<file path="src/rtl/rv32i_trap_ctrl_if.sv">
// Core-side bundle of the RV32I machine-mode trap controller: exception/interrupt
// inputs, CSR access port, trap/return redirect handshakes and exported CSR values.
interface rv32i_trap_ctrl_if #(
    parameter int NUM_IRQ = 4
);
    logic [NUM_IRQ-1:0] irq_i;
    logic [31:0]        irq_pc;
    logic               exc_valid;
    logic [3:0]         exc_code;
    logic [31:0]        exc_pc;
    logic [31:0]        exc_tval;
    logic               mret;
    logic               csr_we;
    logic [1:0]         csr_addr;
    logic [31:0]        csr_wdata;
    logic [31:0]        csr_rdata;
    logic               trap_valid;
    logic [31:0]        trap_pc;
    logic               trap_ready;
    logic               ret_valid;
    logic [31:0]        ret_pc;
    logic               ret_ready;
    logic [31:0]        mepc;
    logic [31:0]        mcause;
    logic [31:0]        mtval;
    logic               in_handler;

    modport slave (
        input  irq_i, irq_pc, exc_valid, exc_code, exc_pc, exc_tval, mret,
               csr_we, csr_addr, csr_wdata, trap_ready, ret_ready,
        output csr_rdata, trap_valid, trap_pc, ret_valid, ret_pc,
               mepc, mcause, mtval, in_handler
    );

    modport master (
        output irq_i, irq_pc, exc_valid, exc_code, exc_pc, exc_tval, mret,
               csr_we, csr_addr, csr_wdata, trap_ready, ret_ready,
        input  csr_rdata, trap_valid, trap_pc, ret_valid, ret_pc,
               mepc, mcause, mtval, in_handler
    );
endinterface

</file>
<file path="src/rtl/rv32i_trap_ctrl.sv">
// Machine-mode trap controller: exception/interrupt arbitration, trap CSRs and the
// trap-entry / mret-return handshake. Define TRAP_VECTORED_EN for vectored interrupts.
module rv32i_trap_ctrl #(
    parameter int          NUM_IRQ     = 4,
    parameter logic [31:0] MTVEC_RESET = 32'h0000_0100
) (
    input logic              clk,
    input logic              rst,
    rv32i_trap_ctrl_if.slave bus
);
    typedef enum logic [1:0] {
        S_IDLE,
        S_TRAP,
        S_HANDLER,
        S_RET
    } state_e;

    state_e             state_q, state_d;
    logic [NUM_IRQ-1:0] mip_q, mip_d;
    logic [NUM_IRQ-1:0] mie_q, mie_d;
    logic [31:0]        mtvec_q, mtvec_d;
    logic [31:0]        mepc_q, mepc_d;
    logic [31:0]        mcause_q, mcause_d;
    logic [31:0]        mtval_q, mtval_d;
    logic [31:0]        trap_pc_q, trap_pc_d;
    logic               mstatus_mie_q, mstatus_mie_d;
    logic               mstatus_mpie_q, mstatus_mpie_d;

    logic               accepting;
    logic [NUM_IRQ-1:0] irq_active;
    logic               irq_pending;
    logic [3:0]         irq_idx;
    logic [4:0]         irq_cause;
    logic               take_exc;
    logic               take_irq;
    logic               take_trap;
    logic               take_mret;
    logic               hw_event;
    logic [31:0]        mtvec_base;

    // Arbitration: exception over interrupt, lowest interrupt index first, any trap over mret.
    always_comb begin
        accepting   = (state_q == S_IDLE) || (state_q == S_HANDLER);
        irq_active  = mip_q & mie_q;
        irq_pending = accepting && mstatus_mie_q && (|irq_active);
        irq_idx     = '0;
        for (int i = NUM_IRQ - 1; i >= 0; i--) begin
            if (irq_active[i]) irq_idx = 4'(i);
        end
        irq_cause  = 5'd16 + {1'b0, irq_idx};
        take_exc   = accepting && bus.exc_valid;
        take_irq   = irq_pending && !take_exc;
        take_trap  = take_exc || take_irq;
        take_mret  = (state_q == S_HANDLER) && bus.mret && !take_trap;
        hw_event   = take_trap || take_mret;
        mtvec_base = {mtvec_q[31:2], 2'b00};
    end

    always_comb begin
        // NOTE: every signal gets a default first so no path leaves it unassigned (no latches).
        state_d        = state_q;
        mip_d          = bus.irq_i;
        mie_d          = mie_q;
        mtvec_d        = mtvec_q;
        mepc_d         = mepc_q;
        mcause_d       = mcause_q;
        mtval_d        = mtval_q;
        trap_pc_d      = trap_pc_q;
        mstatus_mie_d  = mstatus_mie_q;
        mstatus_mpie_d = mstatus_mpie_q;

        // Software writes first; a trap or mret on the same edge overrides mstatus/mepc.
        if (bus.csr_we) begin
            case (bus.csr_addr)
                2'd0: begin
                    if (!hw_event) begin
                        mstatus_mie_d  = bus.csr_wdata[3];
                        mstatus_mpie_d = bus.csr_wdata[7];
                    end
                end
                2'd1:    mie_d   = bus.csr_wdata[NUM_IRQ-1:0];
                2'd2:    mtvec_d = bus.csr_wdata;
                default: begin
                    if (!hw_event) mepc_d = {bus.csr_wdata[31:2], 2'b00};
                end
            endcase
        end

        case (state_q)
            S_IDLE, S_HANDLER: begin
                if (take_trap) begin
                    state_d        = S_TRAP;
                    mstatus_mpie_d = mstatus_mie_q;
                    mstatus_mie_d  = 1'b0;
                    if (take_exc) begin
                        mepc_d   = bus.exc_pc;
                        mcause_d = {28'b0, bus.exc_code};
                        mtval_d  = bus.exc_tval;
                    end else begin
                        mepc_d   = bus.irq_pc;
                        mcause_d = {1'b1, 26'b0, irq_cause};
                        mtval_d  = '0;
                    end
`ifdef TRAP_VECTORED_EN
                    trap_pc_d = (take_irq && (mtvec_q[1:0] == 2'b01))
                              ? mtvec_base + {25'b0, irq_cause, 2'b00}
                              : mtvec_base;
`else
                    trap_pc_d = mtvec_base;
`endif
                end else if (take_mret) begin
                    state_d        = S_RET;
                    mstatus_mie_d  = mstatus_mpie_q;
                    mstatus_mpie_d = 1'b1;
                end
            end
            S_TRAP:  if (bus.trap_ready) state_d = S_HANDLER;
            S_RET:   if (bus.ret_ready) state_d = S_IDLE;
            default: state_d = S_IDLE;
        endcase
    end

    // NOTE: state is updated with non-blocking assignments so all flops sample pre-edge values.
    always_ff @(posedge clk or posedge rst) begin
        if (rst) begin
            state_q        <= S_IDLE;
            mip_q          <= '0;
            mie_q          <= '0;
            mtvec_q        <= MTVEC_RESET;
            mepc_q         <= '0;
            mcause_q       <= '0;
            mtval_q        <= '0;
            trap_pc_q      <= '0;
            mstatus_mie_q  <= 1'b0;
            mstatus_mpie_q <= 1'b0;
        end else begin
            state_q        <= state_d;
            mip_q          <= mip_d;
            mie_q          <= mie_d;
            mtvec_q        <= mtvec_d;
            mepc_q         <= mepc_d;
            mcause_q       <= mcause_d;
            mtval_q        <= mtval_d;
            trap_pc_q      <= trap_pc_d;
            mstatus_mie_q  <= mstatus_mie_d;
            mstatus_mpie_q <= mstatus_mpie_d;
        end
    end

    // Handshake outputs decode straight from the state flop so reset drops them at once.
    assign bus.trap_valid = (state_q == S_TRAP);
    assign bus.ret_valid  = (state_q == S_RET);
    assign bus.in_handler = (state_q == S_HANDLER);
    assign bus.trap_pc    = trap_pc_q;
    assign bus.ret_pc     = mepc_q;
    assign bus.mepc       = mepc_q;
    assign bus.mcause     = mcause_q;
    assign bus.mtval      = mtval_q;

    always_comb begin
        case (bus.csr_addr)
            2'd0:    bus.csr_rdata = {24'b0, mstatus_mpie_q, 3'b0, mstatus_mie_q, 3'b0};
            2'd1:    bus.csr_rdata = 32'(mie_q);
            2'd2:    bus.csr_rdata = mtvec_q;
            default: bus.csr_rdata = mepc_q;
        endcase
    end
endmodule

</file>
<file path="src/flat_wrapper.sv">
// flat-port wrapper written by rule: the top's interface ports become plain ports
module rv32i_trap_ctrl_flat 
#(
    parameter int          NUM_IRQ     = 4,
    parameter logic [31:0] MTVEC_RESET = 32'h0000_0100
)
  (clk, rst, bus_irq_i, bus_irq_pc, bus_exc_valid, bus_exc_code, bus_exc_pc, bus_exc_tval, bus_mret, bus_csr_we, bus_csr_addr, bus_csr_wdata, bus_trap_ready, bus_ret_ready, bus_csr_rdata, bus_trap_valid, bus_trap_pc, bus_ret_valid, bus_ret_pc, bus_mepc, bus_mcause, bus_mtval, bus_in_handler);
  rv32i_trap_ctrl_if #(.NUM_IRQ(NUM_IRQ)) bus_i ();
  input logic clk;
  input logic rst;
  input wire logic [$bits(bus_i.irq_i)-1:0] bus_irq_i;
  input wire logic [$bits(bus_i.irq_pc)-1:0] bus_irq_pc;
  input wire logic [$bits(bus_i.exc_valid)-1:0] bus_exc_valid;
  input wire logic [$bits(bus_i.exc_code)-1:0] bus_exc_code;
  input wire logic [$bits(bus_i.exc_pc)-1:0] bus_exc_pc;
  input wire logic [$bits(bus_i.exc_tval)-1:0] bus_exc_tval;
  input wire logic [$bits(bus_i.mret)-1:0] bus_mret;
  input wire logic [$bits(bus_i.csr_we)-1:0] bus_csr_we;
  input wire logic [$bits(bus_i.csr_addr)-1:0] bus_csr_addr;
  input wire logic [$bits(bus_i.csr_wdata)-1:0] bus_csr_wdata;
  input wire logic [$bits(bus_i.trap_ready)-1:0] bus_trap_ready;
  input wire logic [$bits(bus_i.ret_ready)-1:0] bus_ret_ready;
  output wire logic [$bits(bus_i.csr_rdata)-1:0] bus_csr_rdata;
  output wire logic [$bits(bus_i.trap_valid)-1:0] bus_trap_valid;
  output wire logic [$bits(bus_i.trap_pc)-1:0] bus_trap_pc;
  output wire logic [$bits(bus_i.ret_valid)-1:0] bus_ret_valid;
  output wire logic [$bits(bus_i.ret_pc)-1:0] bus_ret_pc;
  output wire logic [$bits(bus_i.mepc)-1:0] bus_mepc;
  output wire logic [$bits(bus_i.mcause)-1:0] bus_mcause;
  output wire logic [$bits(bus_i.mtval)-1:0] bus_mtval;
  output wire logic [$bits(bus_i.in_handler)-1:0] bus_in_handler;
  assign bus_i.irq_i = bus_irq_i;
  assign bus_i.irq_pc = bus_irq_pc;
  assign bus_i.exc_valid = bus_exc_valid;
  assign bus_i.exc_code = bus_exc_code;
  assign bus_i.exc_pc = bus_exc_pc;
  assign bus_i.exc_tval = bus_exc_tval;
  assign bus_i.mret = bus_mret;
  assign bus_i.csr_we = bus_csr_we;
  assign bus_i.csr_addr = bus_csr_addr;
  assign bus_i.csr_wdata = bus_csr_wdata;
  assign bus_i.trap_ready = bus_trap_ready;
  assign bus_i.ret_ready = bus_ret_ready;
  assign bus_csr_rdata = bus_i.csr_rdata;
  assign bus_trap_valid = bus_i.trap_valid;
  assign bus_trap_pc = bus_i.trap_pc;
  assign bus_ret_valid = bus_i.ret_valid;
  assign bus_ret_pc = bus_i.ret_pc;
  assign bus_mepc = bus_i.mepc;
  assign bus_mcause = bus_i.mcause;
  assign bus_mtval = bus_i.mtval;
  assign bus_in_handler = bus_i.in_handler;
  rv32i_trap_ctrl #(.NUM_IRQ(NUM_IRQ), .MTVEC_RESET(MTVEC_RESET)) u_core (.clk(clk), .rst(rst), .bus(bus_i));
endmodule
</file>
<file path="config.mk">
export PLATFORM = sky130hd
export DESIGN_NAME = rv32i_trap_ctrl_flat
export DESIGN_NICKNAME = d
export VERILOG_FILES = /design/src/rtl/rv32i_trap_ctrl_if.sv /design/src/rtl/rv32i_trap_ctrl.sv /design/src/flat_wrapper.sv
export SDC_FILE = /design/constraint.sdc
export NUM_CORES = 1
export LEC_CHECK = 0
export BUFFER_PORTS_ARGS = -buffer_cell sky130_fd_sc_hd__buf_2
export CAP_MARGIN = 20
export CORE_ASPECT_RATIO = 0.8
export CORE_MARGIN = 10
export CORE_UTILIZATION = 42
export CTS_CLUSTER_SIZE = 28
export DETAILED_ROUTE_END_ITERATION = 8
export PLACE_DENSITY = 0.77
export SLEW_MARGIN = 40
export SYNTH_ARGS = -nofsm -noshare
export SYNTH_HDL_FRONTEND = slang
export SYNTH_SLANG_ARGS = --single-unit
</file>
<file path="constraint.sdc">
create_clock -name clk -period 3.9 [get_ports clk]
set_clock_uncertainty 0.2 [all_clocks]
set_input_delay 0 -clock clk [delete_from_list [all_inputs] [get_ports clk]]
set_output_delay 0 -clock clk [all_outputs]
set_load 0.005 [all_outputs]
</file>
==> summary.md, run 1 <==
| Metric | Value |
|---|---|
| Post-synthesis cell count | `544` |
| Most common flop cell mapped by yosys | `dfrtp_1` |
| Max_cap viols | `0` |
| TritonRoute pass-1 iters | `5` |
| Compound-cell area share of the yosys netlist | `11.3%` |
| Post-Synth Simple-Gate Area | `4.77%` |
| Die area | `0.0222 mm2` |
| Clk pwr share | `24.5%` |
| Required time of the worst setup path | `3.99 ns` |
| CP max FO | `39` |
| Die X | `164 um` |
| # DRC | `0` |
| CTS tree | `built` |
| Design Area, Final | `0.0105 mm2` |
| Cell Area, Placed | `0.00835 mm2` |
| Final period util | `87.4%` |
| Hold_buf cts | `146` |
| Synth cell types | `39` |
| Setup CP Type | `flop to flop` |
| Adder and majority gate portion of the synthesized area | `0%` |
| Row cnt | `42` |
| Layout cell share with drive strength beyond 1 | `44.3%` |
| First-pass GRT wire length | `38.2 mm` |
| R2r setup slk | `0.49 ns` |
| Post-synthesis async set-or-reset flop share | `100%` |
| HP Class | `input pin to flop` |
| Mux share of post-synthesis cell area | `22.2%` |
| Worst flop-to-flop path endpoint | `u_core.bus.mepc[2]$_DFF_PP0_` |
| Core ar. | `0.0164 mm2` |
| Xor/xnor cell area share of the yosys netlist | `0%` |
| Via count | `6162` |
| Worst Reg-to-Reg Cells | `8` |
| Actual slew at the worst max-slew pin | `0.824 ns` |
| M1 wire length | `9.97 mm` |
| Cell Pwr Density | `690 mW/mm2` |
| CP startpoint | `u_core.state_q[0]$_DFFE_PP0P_` |
| Relative slew slack | `45.1%` |
| Comb power frac | `39.2%` |
| Static leakage | `0.00542 uW` |
| Vias in the first global route | `6634` |
| CTS max path bufs | `2` |
| # H-tree levels | `4` |
| Wire per inst | `21.1 um` |
| Placer Congestion | `0.839` |
| Synthesis Warnings | `0` |
| Final number of hold-violating endpoints | `0` |
| Max Fclk | `0.293 GHz` |
| RSZ-0062 raised after global routing | `no` |
| WL met3 | `2.52 mm` |
| Worst Setup EP | `u_core.bus.mepc[2]$_DFF_PP0_` |
| FF-to-FF Start | `u_core.state_q[0]$_DFFE_PP0P_` |
| Commonest non-fill, non-tap cells in the layout | `311 x buf_2, 146 x dlygate4sd3_1, 142 x dfrtp_1, 63 x mux2i_1, 42 x mux2_2` |
| Initial antenna violation count | `1` |
| I/O Buffers | `311` |
| Main combinational cell family by area after synthesis | `multiplexers` |
| Seq/Total Area, Yosys | `51.3%` |
| WL met2 | `12.3 mm` |
| Total gr overflow | `0` |
| Routed wire length | `25.2 mm` |
| EDFF count, synth | `0` |
| CP Capture Type | `flop` |
| Final nets | `1107` |
| Largest net degree at the start of global routing | `76` |
| FF+latch count, synth | `143` |
| GRT Util Overall | `22.0%` |
| IO Count | `340` |
| Drt via density | `5.15` |
| Starting Density | `42.4%` |
| Worst-path clk slew | `0.06 ns` |
| Outcome | `finished clean` |
| Drt first-iter violations | `495` |
| ANT nets after route | `0` |
| # clock sinks | `143` |
| Cell internal pwr | `4800 uW` |
| Tmin final | `3.41 ns` |
| Post-layout util | `63.6%` |
| Top layer reached by signal wires | `met5` |
| Setup TNS | `0 ns` |
| CTS resizes | `0` |
| Fin. max-slew vios | `0` |
| Syn_area_per_cell | `12.8 um2` |
| Syn Std Cell Area | `0.00698 mm2` |
| Switch share | `33.5%` |
| CTS Buf Count | `17` |
| Most common cell after layout, fill and taps aside | `buf_2` |
| P_sw | `2420 uW` |
| Peak VDD IR | `0.422 mV` |
| Critical Path Start Type | `flop` |
| Synthesis-to-finish area growth | `49.9%` |
| Flop pwr share | `36.3%` |
| Post-CTS Setup Bufs | `0` |
| Skew-Pair Late Insertion Delay | `0.41 ns` |
| Clock root cell | `clkbuf_16` |
| Min Hold Slack | `0.0353 ns` |
| Post-DP HPWL | `16.0 mm` |
| Final setup fails | `0` |
| WP data arrival | `3.50 ns` |
| Die Y-Extent | `135 um` |
metrics by stage:
stage | power, uW | cells | setup slack [ns]
final | 7220 | 1197 | 0.490
after global placement | 5100 | 1015 | 1.39
after floorplan | 4220 | 571 | 1.91
after global routing | 7650 | 1195 | 0.347
after detailed placement | 5160 | 1017 | 1.33
after CTS | 7190 | 1195 | 0.601
layer usage:
layer | up-vias | global-route usage, %
li1 | 2725 | -
met1 | 3036 | 25.8
met2 | 371 | 36.3
met3 | 28 | 8.63
met4 | 2 | 6.74
met5 | - | 0
area by class of cell:
| cell class | instances | area [um2] |
|---|---|---|
| Antenna cell | 2 | 5.00 |
| Multi-Input combinational cell | 329 | 2780 |
| Clock buffer | 19 | 433 |
| Fill cell | 1184 | 5980 |
| Clock inverter | 13 | 211 |
| Sequential cell | 143 | 3580 |
| Timing Repair Buffer | 469 | 3170 |
| Inverter | 2 | 11.3 |
| Tap cell | 220 | 275 |
registers in the layout, indices dropped and copies added, names as in the netlist:
register	flops
u_core.bus.mepc	32
u_core.bus.mtval	32
u_core.mtvec_q	32
u_core.bus.trap_pc	30
u_core.bus.mcause	5
u_core.mie_q	4
u_core.mip_q	4
u_core.state_q	2
u_core.mstatus_mie_q	1
u_core.mstatus_mpie_q	1
worst max-delay path, stage by stage, from the launching register on:
cell,delay [ns]
dfrtp_1,0.51
nand2b_2,0.21
buf_4,0.47
o211ai_1,0.22
buf_4,0.27
o22ai_1,0.18
dlygate4sd3_1,0.59
a21oi_1,0.04
dlygate4sd3_1,0.57
cell usage after synthesis (3+ instances only):
cell type	instances	area, um2
dfrtp_1	142	3550
buf_4	69	518
mux2i_1	63	631
mux2_2	42	473
a22o_1	40	350
nor2b_1	33	206
a21oi_1	31	155
o22ai_1	29	181
mux2_4	28	420
clkbuf_1	10	37.5
buf_2	8	40.0
nand2_1	5	18.8
buf_6	4	45.0
nor2_1	4	15.0
o21ai_0	4	20.0
buf_12	3	60.1
cells by family (layout without fill, tap and decap cells):
kind of cell / Yosys count / count (layout)
buffers and inverters: 99 / 503
AND/OR/NAND/NOR: 54 / 54
other: 1 / 30
multiplexers: 134 / 134
AO/OA/AOI/OAI: 113 / 113
flip-flops: 143 / 143
power groups by stage:
stage	logic (uW)	clock network (uW)	registers [uW]
floorplan	1680	0	2550
global placement	2510	0	2590
detailed placement	2570	0	2590
CTS	2790	1820	2590
global route	3070	1890	2700
finish	2830	1770	2620
worst min path at each step:
stage            startpoint                         endpoint  slack, ns  cells after the start
2_1_floorplan  bus_irq_i[0]        u_core.mip_q[0]$_DFF_PP0_      -0.17                      0
3_3_place_gp   bus_irq_i[2]        u_core.mip_q[2]$_DFF_PP0_      -0.09                      1
3_5_place_dp            rst  u_core.bus.mtval[1]$_DFFE_PP0P_      -0.16                      2
4_1_cts        bus_irq_i[2]        u_core.mip_q[2]$_DFF_PP0_      0.008                      2
5_1_grt        bus_irq_i[2]        u_core.mip_q[2]$_DFF_PP0_       0.02                      2
6_report       bus_irq_i[2]        u_core.mip_q[2]$_DFF_PP0_       0.04                      2
No activity file was read; power rests on OpenSTA's default activity.
==> inputs of run 2 (changes only) <==
- clock period: 3.9 -> 2.9 ns (I/O delays scaled with it)
==> summary.md, run 2 (synthesized netlist as in run 1, its figures left out) <==
| Metric | Value |
|---|---|
| Via count | `6064` |
| First-pass GRT wire length | `38.3 mm` |
| Final period util | `91.4%` |
| # H-tree levels | `4` |
| RSZ-0062 raised after global routing | `no` |
| Die Y-Extent | `135 um` |
| ANT nets after route | `0` |
| # clock sinks | `143` |
| Required time of the worst setup path | `3.03 ns` |
| CP Capture Type | `flop` |
| Tmin final | `2.65 ns` |
| # DRC | `0` |
| Total gr overflow | `0` |
| Post-layout util | `63.2%` |
| CTS Buf Count | `17` |
| Final setup fails | `0` |
| Design Area, Final | `0.0104 mm2` |
| Setup CP Type | `flop to flop` |
| TritonRoute pass-1 iters | `4` |
| Die X | `164 um` |
| Critical Path Start Type | `flop` |
| Largest net degree at the start of global routing | `144` |
| Placer Congestion | `0.828` |
| Drt via density | `5.07` |
| Min Hold Slack | `0.0307 ns` |
| Routed wire length | `25.2 mm` |
| Wire per inst | `21.1 um` |
| Synthesis-to-finish area growth | `49.0%` |
| R2r setup slk | `0.25 ns` |
| Hold Path Depth | `2` |
| Outcome | `finished clean` |
| Fin. max-slew vios | `0` |
| GRT Util Overall | `21.9%` |
| Core ar. | `0.0164 mm2` |
| Clock root cell | `clkbuf_16` |
| Worst-path clk slew | `0.06 ns` |
| Worst Reg-to-Reg Cells | `6` |
| Max_cap viols | `0` |
| Cell Pwr Density | `915 mW/mm2` |
| CTS max path bufs | `2` |
| Post-DP HPWL | `16.1 mm` |
| Relative slew slack | `48.5%` |
| Starting Density | `42.4%` |
| IO Count | `340` |
| Most common cell after layout, fill and taps aside | `buf_2` |
| I/O Buffers | `311` |
| Startpoint of the worst hold path | `bus_irq_i[0]` |
| FF-to-FF Start | `u_core.state_q[0]$_DFFE_PP0P_` |
| Row cnt | `42` |
| CTS resizes | `0` |
| Die area | `0.0222 mm2` |
| Actual slew at the worst max-slew pin | `0.773 ns` |
| End of the worst hold path | `u_core.mip_q[0]$_DFF_PP0_` |
| Commonest non-fill, non-tap cells in the layout | `311 x buf_2, 145 x dlygate4sd3_1, 142 x dfrtp_1, 63 x mux2i_1, 42 x mux2_2` |
| Vias in the first global route | `6587` |
| Skew-Pair Late Insertion Delay | `0.42 ns` |
| WP data arrival | `2.78 ns` |
| Ant. Diodes | `0` |
| CP max FO | `18` |
| HP Class | `input pin to flop` |
| Static leakage | `0.00540 uW` |
| Initial antenna violation count | `0` |
| Post-CTS Setup Bufs | `0` |
| CTS tree | `built` |
| Final nets | `1107` |
| Layout cell share with drive strength beyond 1 | `44.4%` |
| Final number of hold-violating endpoints | `0` |
| Worst flop-to-flop path endpoint | `u_core.bus.mepc[9]$_DFF_PP0_` |
| Cell Area, Placed | `0.00837 mm2` |
| Peak VDD IR | `0.500 mV` |
| Drt first-iter violations | `472` |
| Setup TNS | `0 ns` |
| Max Fclk | `0.377 GHz` |
## run 2: worst max-delay path, stage by stage (launching register included)
cell           delay, ns
dfrtp_1             0.47
nand2b_2            0.43
o211ai_1            0.23
buf_4               0.32
o22ai_1             0.15
dlygate4sd3_1       0.59
a21oi_1             0.16
## run 2: per-stage QoR
step / cells / setup slack (ns) / total power (uW)
4_1_cts: 1195 / 0.313 / 9480
3_5_place_dp: 1018 / 0.718 / 6990
2_1_floorplan: 571 / 0.910 / 5680
5_1_grt: 1195 / 0.161 / 10100
3_3_place_gp: 1017 / 0.590 / 6910
6_report: 1195 / 0.250 / 9520
## run 2: what timing repair did
action	CTS	global route
endpoints found under the hold margin	254	0
setup endpoints to repair	0	0
hold buffers	145	0
## run 2: worst max-delay path by stage
| stage | from | to | slack (ns) |
|---|---|---|---|
| final | u_core.state_q[0]$_DFFE_PP0P_ | u_core.bus.mepc[9]$_DFF_PP0_ | 0.25 |
| after global routing | u_core.state_q[0]$_DFFE_PP0P_ | u_core.bus.mepc[15]$_DFF_PP0_ | 0.16 |
| after CTS | u_core.state_q[0]$_DFFE_PP0P_ | u_core.bus.mepc[31]$_DFF_PP0_ | 0.31 |
| after detailed placement | u_core.state_q[0]$_DFFE_PP0P_ | u_core.bus.mepc[31]$_DFF_PP0_ | 0.72 |
| after global placement | u_core.state_q[0]$_DFFE_PP0P_ | u_core.bus.mepc[27]$_DFF_PP0_ | 0.59 |
| after floorplan | rst | u_core.bus.mcause[0]$_DFFE_PP0P_ | 0.91 |
## run 2: per-layer routing
metal	routed length [um]	up-vias	global-route usage, %
li1	-	2714	-
met1	9990	3008	25.9
met2	12300	312	36.1
met3	2410	30	8.08
met4	459	0	7.58
met5	0	-	0
## run 2: power by group
part	total, uW	switching [uW]	internal, uW	leakage, uW
clock	2160	865	1300	0.000282
sequential	3520	688	2830	0.00170
combinational	3840	1700	2140	0.00342
total	9520	3260	6260	0.00540
## run 2: area by class of cell
| type | count | area, um2 |
|---|---|---|
| Fill cell | 1186 | 6050 |
| Sequential cell | 143 | 3580 |
| Timing Repair Buffer | 469 | 3170 |
| Multi-Input combinational cell | 329 | 2780 |
| Clock buffer | 20 | 447 |
| Tap cell | 220 | 275 |
| Clock inverter | 12 | 134 |
| Inverter | 2 | 11.3 |
==> inputs of run 3 (changes only) <==
==> constraint.sdc (replaced) <==
create_clock -name clk -period 2.9 [get_ports clk]
set_clock_uncertainty 0.2 [all_clocks]
set_input_delay 0.145 -clock clk [delete_from_list [all_inputs] [get_ports clk]]
set_output_delay 0.145 -clock clk [all_outputs]
set_load 0.005 [all_outputs]
==> summary.md, run 3 (synthesized netlist as in run 1, its figures left out) <==
| Metric | Value |
|---|---|
| Wire per inst | `20.6 um` |
| Via count | `6028` |
| CTS resizes | `0` |
| CTS Buf Count | `17` |
| Critical Path Start Type | `flop` |
| Peak VDD IR | `0.594 mV` |
| Placer Congestion | `0.819` |
| Hold_buf cts | `143` |
| CP startpoint | `u_core.state_q[0]$_DFFE_PP0P_` |
| Total gr overflow | `0` |
| Commonest non-fill, non-tap cells in the layout | `311 x buf_2, 143 x dlygate4sd3_1, 142 x dfrtp_1, 63 x mux2i_1, 42 x mux2_2` |
| Final nets | `1107` |
| # DRC | `0` |
| TritonRoute pass-1 iters | `4` |
| Fillers | `1190` |
| Design Area, Final | `0.0104 mm2` |
| Tmin final | `2.76 ns` |
| Final period util | `95.1%` |
| Skew-Pair Late Insertion Delay | `0.40 ns` |
| CTS tree | `built` |
| First-pass GRT wire length | `37.7 mm` |
| Post-CTS Setup Bufs | `0` |
| Setup TNS | `0 ns` |
| Starting Density | `42.4%` |
| Post-DP HPWL | `16.2 mm` |
| Layout cell share with drive strength beyond 1 | `44.6%` |
| HP Class | `input pin to flop` |
| Core ar. | `0.0164 mm2` |
| RSZ-0062 raised after global routing | `no` |
| # clock sinks | `143` |
| FF-to-FF Start | `u_core.state_q[0]$_DFFE_PP0P_` |
| Row cnt | `42` |
| Synthesis-to-finish area growth | `49.0%` |
| Max Fclk | `0.363 GHz` |
| Static leakage | `0.00539 uW` |
| Cell Area, Placed | `0.00838 mm2` |
| ANT nets after route | `0` |
| Switch share | `33.9%` |
| Setup ws final | `0.142 ns` |
| Worst-path clk slew | `0.06 ns` |
| Initial antenna violation count | `1` |
| # H-tree levels | `4` |
| Largest net degree at the start of global routing | `75` |
| I/O Buffers | `311` |
| Relative slew slack | `63.7%` |
| Footprint of the multi-input gates | `0.00278 mm2` |
| CP Capture Type | `flop` |
| Max_cap viols | `0` |
| GRT Util Overall | `21.4%` |
| Drt first-iter violations | `372` |
| Clk pwr share | `23.2%` |
| Outcome | `finished clean` |
| Required time of the worst setup path | `2.98 ns` |
| P_sw | `3220 uW` |
| CP max FO | `26` |
| Comb power frac | `39.8%` |
| Setup CP Type | `flop to flop` |
| WP data arrival | `2.84 ns` |
| Cell internal pwr | `6280 uW` |
| Cell Pwr Density | `914 mW/mm2` |
| Final setup fails | `0` |
| Actual slew at the worst max-slew pin | `0.544 ns` |
| Flop pwr share | `36.9%` |
| Clock root cell | `clkbuf_16` |
| Most common cell after layout, fill and taps aside | `buf_2` |
| Vias in the first global route | `6576` |
| Startpoint of the worst hold path | `bus_mret` |
| Min Hold Slack | `0.0264 ns` |
| CTS max path bufs | `2` |
| R2r setup slk | `0.14 ns` |
| Post-Place Worst Slack | `0.655 ns` |
| Final number of hold-violating endpoints | `0` |
| Die area | `0.0222 mm2` |
| Power consumption | `9510 uW` |
| FF/Latch Area | `0.00358 mm2` |
| Drt via density | `5.05` |
| Routed wire length | `24.6 mm` |
| Die X | `164 um` |
| IO Count | `340` |
| Fin. max-slew vios | `0` |
| Die Y-Extent | `135 um` |
[run 3: cell types whose count changed in the layout (fill, tap and decap cells not counted), sizes merged]
cell / previous run / this run
buf: 324 / 326
bufinv: 2 / 3
clkbuf: 20 / 18
clkinv: 4 / 3
clkinvlp: 3 / 4
diode: 0 / 1
dlygate4sd3: 145 / 143
inv: 5 / 4
[run 3: layout make-up]
class / instances / share of cell area, %
Sequential cell: 143 / 34.4
Timing Repair Buffer: 469 / 30.4
Multi-Input combinational cell: 329 / 26.8
Clock buffer: 18 / 4.13
Tap cell: 220 / 2.65
Clock inverter: 12 / 1.55
Inverter: 2 / 0.108
Antenna cell: 1 / 0.0241
[run 3: power by group through the flow]
stage / registers, uW / clock network (uW) / logic (uW)
after floorplan: 3430 / 0 / 2250
after global placement: 3480 / 0 / 3400
after detailed placement: 3480 / 0 / 3480
after CTS: 3480 / 2250 / 3760
after global routing: 3620 / 2340 / 4120
final: 3510 / 2210 / 3790
[run 3: path summary, 6_finish.rpt]
kind / to / depth (start not counted)
max in group asynchronous: u_core.mtvec_q[8]$_DFFE_PP1P_ / 5
worst max register to register: u_core.bus.mepc[7]$_DFF_PP0_ / 6
worst max-delay path: u_core.bus.mepc[7]$_DFF_PP0_ / 6
worst min register to register: u_core.bus.mtval[1]$_DFFE_PP0P_ / 1
min in group asynchronous: u_core.bus.mtval[0]$_DFFE_PP0P_ / 4
worst min-delay path: u_core.mstatus_mpie_q$_DFF_PP0_ / 3
[run 3: per-layer routing]
layer | routed length [um] | track usage, % | vias up | part of all wire, %
li1 | - | - | 2724 | -
met1 | 9820 | 25.2 | 2975 | 40
met2 | 12000 | 35.8 | 309 | 49
met3 | 2500 | 8.29 | 18 | 10
met4 | 258 | 5.60 | 2 | 1.0
met5 | 11 | 0 | - | 0.045
[run 3: worst max-delay path, stage by stage, from the launching register on]
cell	delay (ns)
dfrtp_1	0.49
nand2b_2	0.20
buf_4	0.32
mux2i_1	0.23
dlygate4sd3_1	0.56
mux2i_1	0.06
dlygate4sd3_1	0.57
[run 3: metrics by stage]
step	util (%)	cells
after floorplan	-	571
after global placement	50.8	1019
after detailed placement	50.9	1020
after CTS	63.2	1193
after global routing	63.2	1193
final	63.2	1194
